`src/rtl/hazard_ctrl.sv`:
```
// Hazard unit for the 5-stage MIPS core: stall/bubble and bypass selects from decode Tuse/Tnew tags.
// Latency: stall and forwarding selects are combinational from the current E/M/W state and the D inputs.
// Backpressure: stall holds PC and F/D and bubbles E; M and W always drain.
module hazard_ctrl #(
    parameter int REG_W = 5,
    parameter int T_W   = 4,
    parameter int CNT_W = 32
) (
    input  logic             clk,
    input  logic             reset,
    input  logic [REG_W-1:0] d_rs,
    input  logic [REG_W-1:0] d_rt,
    input  logic [T_W-1:0]   d_rsuse,
    input  logic [T_W-1:0]   d_rtuse,
    input  logic [REG_W-1:0] d_tarreg,
    input  logic [T_W-1:0]   d_tnew,
    output logic             stall,
    output logic [1:0]       d_fwd_rs,
    output logic [1:0]       d_fwd_rt,
    output logic [1:0]       e_fwd_rs,
    output logic [1:0]       e_fwd_rt,
    output logic             m_fwd_rt,
    output logic [CNT_W-1:0] stall_cnt
);

    // Per-stage destination and remaining cycles until the result exists.
    logic [REG_W-1:0] tar_e, tar_m, tar_w;
    logic [T_W-1:0]   tnew_e, tnew_m, tnew_w;
    logic [REG_W-1:0] rs_e, rt_e;
    // Only rt is consumed in M (store data), so rs is not carried past E.
    logic [REG_W-1:0] rt_m;

    function automatic logic [T_W-1:0] sat_dec(input logic [T_W-1:0] x);
        return (x == '0) ? '0 : x - T_W'(1);
    endfunction

    function automatic logic stall_hit(
        input logic [REG_W-1:0] r,
        input logic [T_W-1:0]   use_t,
        input logic [REG_W-1:0] tar,
        input logic [T_W-1:0]   tnew
    );
        return (r == tar) && (tar != '0) && (tnew > use_t);
    endfunction

    // First matching writer wins; a match whose result is not ready yet
    // blocks older writers and selects the register file.
    function automatic logic [1:0] d_sel(
        input logic [REG_W-1:0] r,
        input logic [REG_W-1:0] te, input logic [T_W-1:0] ne,
        input logic [REG_W-1:0] tm, input logic [T_W-1:0] nm,
        input logic [REG_W-1:0] tw, input logic [T_W-1:0] nw
    );
        logic [1:0] sel;
        sel = 2'd0;
        if (r == '0)
            sel = 2'd0;
        else if (te == r)
            sel = (ne == '0) ? 2'd1 : 2'd0;
        else if (tm == r)
            sel = (nm == '0) ? 2'd2 : 2'd0;
        else if (tw == r)
            sel = (nw == '0) ? 2'd3 : 2'd0;
        return sel;
    endfunction

    function automatic logic [1:0] e_sel(
        input logic [REG_W-1:0] r,
        input logic [REG_W-1:0] tm, input logic [T_W-1:0] nm,
        input logic [REG_W-1:0] tw, input logic [T_W-1:0] nw
    );
        logic [1:0] sel;
        sel = 2'd0;
        if (r == '0)
            sel = 2'd0;
        else if (tm == r)
            sel = (nm == '0) ? 2'd2 : 2'd0;
        else if (tw == r)
            sel = (nw == '0) ? 2'd3 : 2'd0;
        return sel;
    endfunction

    always_comb begin
        stall = 1'b0;
        if (!reset) begin
            stall = stall_hit(d_rs, d_rsuse, tar_e, tnew_e)
                  | stall_hit(d_rt, d_rtuse, tar_e, tnew_e)
                  | stall_hit(d_rs, d_rsuse, tar_m, tnew_m)
                  | stall_hit(d_rt, d_rtuse, tar_m, tnew_m);
        end
    end

    always_comb begin
        d_fwd_rs = d_sel(d_rs, tar_e, tnew_e, tar_m, tnew_m, tar_w, tnew_w);
        d_fwd_rt = d_sel(d_rt, tar_e, tnew_e, tar_m, tnew_m, tar_w, tnew_w);
        e_fwd_rs = e_sel(rs_e, tar_m, tnew_m, tar_w, tnew_w);
        e_fwd_rt = e_sel(rt_e, tar_m, tnew_m, tar_w, tnew_w);
        m_fwd_rt = (rt_m == tar_w) && (tar_w != '0) && (tnew_w == '0);
    end

    always_ff @(posedge clk or posedge reset) begin
        if (reset) begin
            tar_e  <= '0;
            tnew_e <= '0;
            rs_e   <= '0;
            rt_e   <= '0;
            tar_m  <= '0;
            tnew_m <= '0;
            rt_m   <= '0;
            tar_w  <= '0;
            tnew_w <= '0;
        end else begin
            tar_w  <= tar_m;
            tnew_w <= sat_dec(tnew_m);
            tar_m  <= tar_e;
            tnew_m <= sat_dec(tnew_e);
            rt_m   <= rt_e;
            if (stall) begin
                tar_e  <= '0;
                tnew_e <= '0;
                rs_e   <= '0;
                rt_e   <= '0;
            end else begin
                tar_e  <= d_tarreg;
                tnew_e <= sat_dec(d_tnew);
                rs_e   <= d_rs;
                rt_e   <= d_rt;
            end
        end
    end

    always_ff @(posedge clk or posedge reset) begin
        if (reset)
            stall_cnt <= '0;
        else if (stall && (stall_cnt != '1))
            stall_cnt <= stall_cnt + CNT_W'(1);
    end

endmodule
```
`config.mk`:
```
export PLATFORM = sky130hd
export DESIGN_NAME = hazard_ctrl
export DESIGN_NICKNAME = d
export VERILOG_FILES = /design/src/rtl/hazard_ctrl.sv
export SDC_FILE = /design/constraint.sdc
export NUM_CORES = 1
export LEC_CHECK = 0
export CAP_MARGIN = 25
export CORE_ASPECT_RATIO = 1.4
export CORE_MARGIN = 3
export CORE_UTILIZATION = 25
export DETAILED_ROUTE_END_ITERATION = 8
export MAX_ROUTING_LAYER = met4
export PLACE_DENSITY_LB_ADDON = 0.15
export SYNTH_ARGS = -nofsm -noshare
export SYNTH_HDL_FRONTEND = slang
export SYNTH_SLANG_ARGS = --single-unit
```
`constraint.sdc`:
```
create_clock -name clk -period 3.1 [get_ports clk]
set_input_delay 0.62 -clock clk [delete_from_list [all_inputs] [get_ports clk]]
set_output_delay 0.62 -clock clk [all_outputs]
set_load 0.005 [all_outputs]
```
==> impl_results.md <==
- Status: complete, no violations
- Cts hold-fix bufs: 0
- Total routed wirelength: about 12,000 µm
- First-pass GRT wire length: around 19,000 µm
- DRT Pass-1 Iters: 4
- Die ar.: 0.0185 mm²
- Final instance area: 0.00567 mm²
- Wire length per cell: about 17 µm
- Iter 0 DRT Violations: 110
- Ratio of cells with drive above 1 in the final layout: approximately 16%
- Hold Fails Final Rpt: 0
- Yosys reg bits: 74
- Slew of the pin with the lowest slew margin: around 0.7 ns
- Asr flop ratio synth: 100%
- Leak pwr: 2.33 nW
- CP Capture Type: primary output
- Cell Area, Synth: roughly 0.0042 mm²
- Crit-path max cell delay: between 0.4 and 0.5 ns
- Crit share post-route: around 96%
- Synth top area cells: dfrtp_1 44%, xnor2_1 13%, ha_1 5.6%
- Met2 GRT Util: around 23%
- CTS root buf: clkbuf_16
- Max-cap violations: 0
- Slew Limit Fails: 0
- Syn Nets: 450
- EDFF count, synth: 0
- Clock tree from TritonCTS: yes
- Clock Latency Late Sink: around 0.33 ns
- Starting Density: around a quarter
- CP startpoint kind: input port
- Syn avg cell area: around 11 µm²
- CP arrival: ~2.4 ns
- Remaining DRCs: 0
- PD cells: 480 mW/mm²
- CP cell instances: clkdlybuf4s50_1 > inv_1 > ha_1 > nor2b_1 > o211ai_1 > a21oi_2 > a22oi_2 > a21oi_4 > clkbuf_2
- Synth-to-Final Area Change: 34.0%
- Core box area: around 0.016 mm²
- N_diodes: 0
- PortBufs: 70
- Die X-Extent: 116 µm
- Cell taking the most area after synthesis: dfrtp_1
- Largest net degree at the start of global routing: 52
- Share of the synthesized area in the top cell type: 43.8%
- Post-layout nets: about 540
- Max frequency: around 340 MHz
- Worst path buffer plus inverter count: 3
- Vias: between 3,000 and 4,000
- Core Util, Final: between 30% and 40%
- Largest delay contributor family on the critical path: buffers and inverters
- Gate count of the mapped netlist: 402
- Share of the yosys chip area belonging to registers: 43.8%
- GRT overflow: 0
- RSZ-0062 raised after global routing: no
- Period minus WS final: 2.98 ns
- Number of synthesis warnings: 0
- Clock Skew: about 0.0097 ns
- Critical Path RT: roughly 2.5 ns
- Die H: around 160 µm
- Antenna-violating nets left: 0
- Post-DP HPWL: around 8900 µm
- Antenna violations before repair: 0
- Site Rows: 55
- Placed inst area: 0.00528 mm²
- CTS HTree Levels: 3
- Vias in the first global route: 3,601
- Crit Path Category: input port to primary output
- CTS sink cnt: 74
- Distinct cells, synth: 44
- Worst hold-check path type: flip-flop to flip-flop
- Routed vias/inst: about 4.8
- Top FF cell, synth: dfrtp_1
- Max VDD drop: around 0.28 mV
- Power, Total: 0.00272 W
- Setup violators final: 0
- Most Crowded Layer GR: met2
- Clock buffers created by TritonCTS: 9
- R2R setup slack: ~0.47 ns
- Total track usage: a little over an eighth
- Fill count: about 1,700
- CP max-delay cell: clkdlybuf4s50_1
- Met1 Use GR: between 10% and 20%
- Ports: around 70
- Crit-path max FO: 2
- Reg clk slew, reported paths: around 0.06 ns
- Met3 Use GR: between 3 and 4%
- Max Root-Sink Buffers: 2
- RePlAce Congestion: ~0.84
- Worst slew margin: approximately 54%
layer usage:
layer  share of wire [%]  up-vias  wire [µm]
li1                    -     1593          -
met1                  42     1638       4930
met2                  52       75       6110
met3                 4.2       22        495
met4                 2.3        0        276
met5                   0        -          0
worst paths after layout:
check                      cells after the start            end       start
max                                            9          stall  d_rtuse[1]
min                                            0        rt_m[2]     rt_e[2]
max reg2reg                                    9   stall_cnt[1]    tar_e[1]
min reg2reg                                    0        rt_m[2]     rt_e[2]
max in group asynchronous                      3  stall_cnt[12]       reset
min in group asynchronous                      3       tar_w[1]       reset
timing repair:
item	CTS	global route
pin swaps	5	8
setup endpoints to repair	5	3
gates resized for setup	19	4
buffers inserted	0	1
cells in the final DEF, fill, tap and decap left out, drive strengths merged, types with 2 or more instances in the layout:
cell | netlist | layout
a21oi | 15 | 15
a22oi | 2 | 2
a31o | 2 | 2
and2b | 2 | 2
and3 | 15 | 15
buf | 11 | 29
bufinv | 0 | 3
clkbuf | 6 | 11
clkdlybuf4s50 | 0 | 58
clkinv | 0 | 2
dfrtp | 74 | 74
dlygate4sd2 | 0 | 11
ha | 19 | 19
inv | 13 | 13
mux2 | 3 | 3
mux2i | 3 | 3
nand2 | 13 | 13
nand3 | 29 | 29
nand4 | 23 | 23
nor2 | 16 | 16
nor2b | 21 | 21
nor3 | 17 | 17
nor3b | 3 | 3
nor4 | 9 | 9
o211ai | 4 | 4
o21ai | 7 | 7
o31a | 2 | 2
or4 | 4 | 4
xnor2 | 65 | 65
xor2 | 19 | 19
worst register-to-register path, stage by stage, from the launching register on:
cell,delay [ns]
dfrtp_1,0.47
or4_1,0.62
o21ai_1,0.19
a21oi_2,0.06
a22oi_2,0.26
a21oi_4,0.09
buf_4,0.15
buf_4,0.21
nand2_1,0.13
mux2_1,0.32
registers in the layout, indices dropped and copies added, names as in the netlist:
| register | count |
|---|---|
| stall_cnt | 32 |
| rs_e | 5 |
| rt_e | 5 |
| rt_m | 5 |
| tar_e | 5 |
| tar_m | 5 |
| tar_w | 5 |
| tnew_e | 4 |
| tnew_m | 4 |
| tnew_w | 4 |
logic make-up after synthesis:
| logic type | after synthesis | synth area share, % |
|---|---|---|
| buffers and inverters | 30 | 3.73 |
| and+or+nand+nor | 155 | 22.0 |
| muxes | 6 | 1.51 |
| DFF | 74 | 43.8 |
| xor gates and xnor gates | 84 | 17.4 |
| adders and majority gates | 19 | 5.62 |
| AOI/OAI and AO/OA | 34 | 6.03 |
metrics by stage:
step                setup WS (ns)  cells  hold WS [ns]  setup TNS (ns)
floorplan                   0.598    402         0.349               0
global placement           -0.284    682         0.451           -1.79
detailed placement         -0.270    682         0.454           -1.59
CTS                       -0.0396    698         0.467         -0.0396
global route              0.00221    699         0.490               0
finish                      0.125    699         0.467               0
cell usage after synthesis (7+ instances only):
| cell | number |
|---|---|
| dfrtp_1 | 74 |
| inv_1 | 13 |
| xor2_1 | 19 |
| a21oi_1 | 13 |
| nor4_1 | 8 |
| nor3_1 | 14 |
| nand3_1 | 22 |
| and3_1 | 15 |
| nor2b_1 | 21 |
| xnor2_1 | 65 |
| nand3_2 | 7 |
| nand2_1 | 13 |
| ha_1 | 19 |
| nor2_1 | 16 |
| nand4_1 | 23 |
report_power, final:
group	switching [W]	internal [W]	leakage, nW
registers	0.0000964	0.00103	0.940
logic	0.000190	0.000214	1.23
clock network	0.000405	0.000789	0.163
total	0.000691	0.00203	2.33
layout make-up:
type                       count  area (µm²)  share of cell area, %
timing repair buffer          99         900                   15.9
tap                          199         249                   4.39
multi-input combinational    298        2270                   40.1
inverter                      13        48.8                  0.861
clock buffer                  10         229                   4.04
sequential                    74        1850                   32.7
clock inverter                 6         115                   2.03
Note: power is estimated with default switching activity, not from simulation.
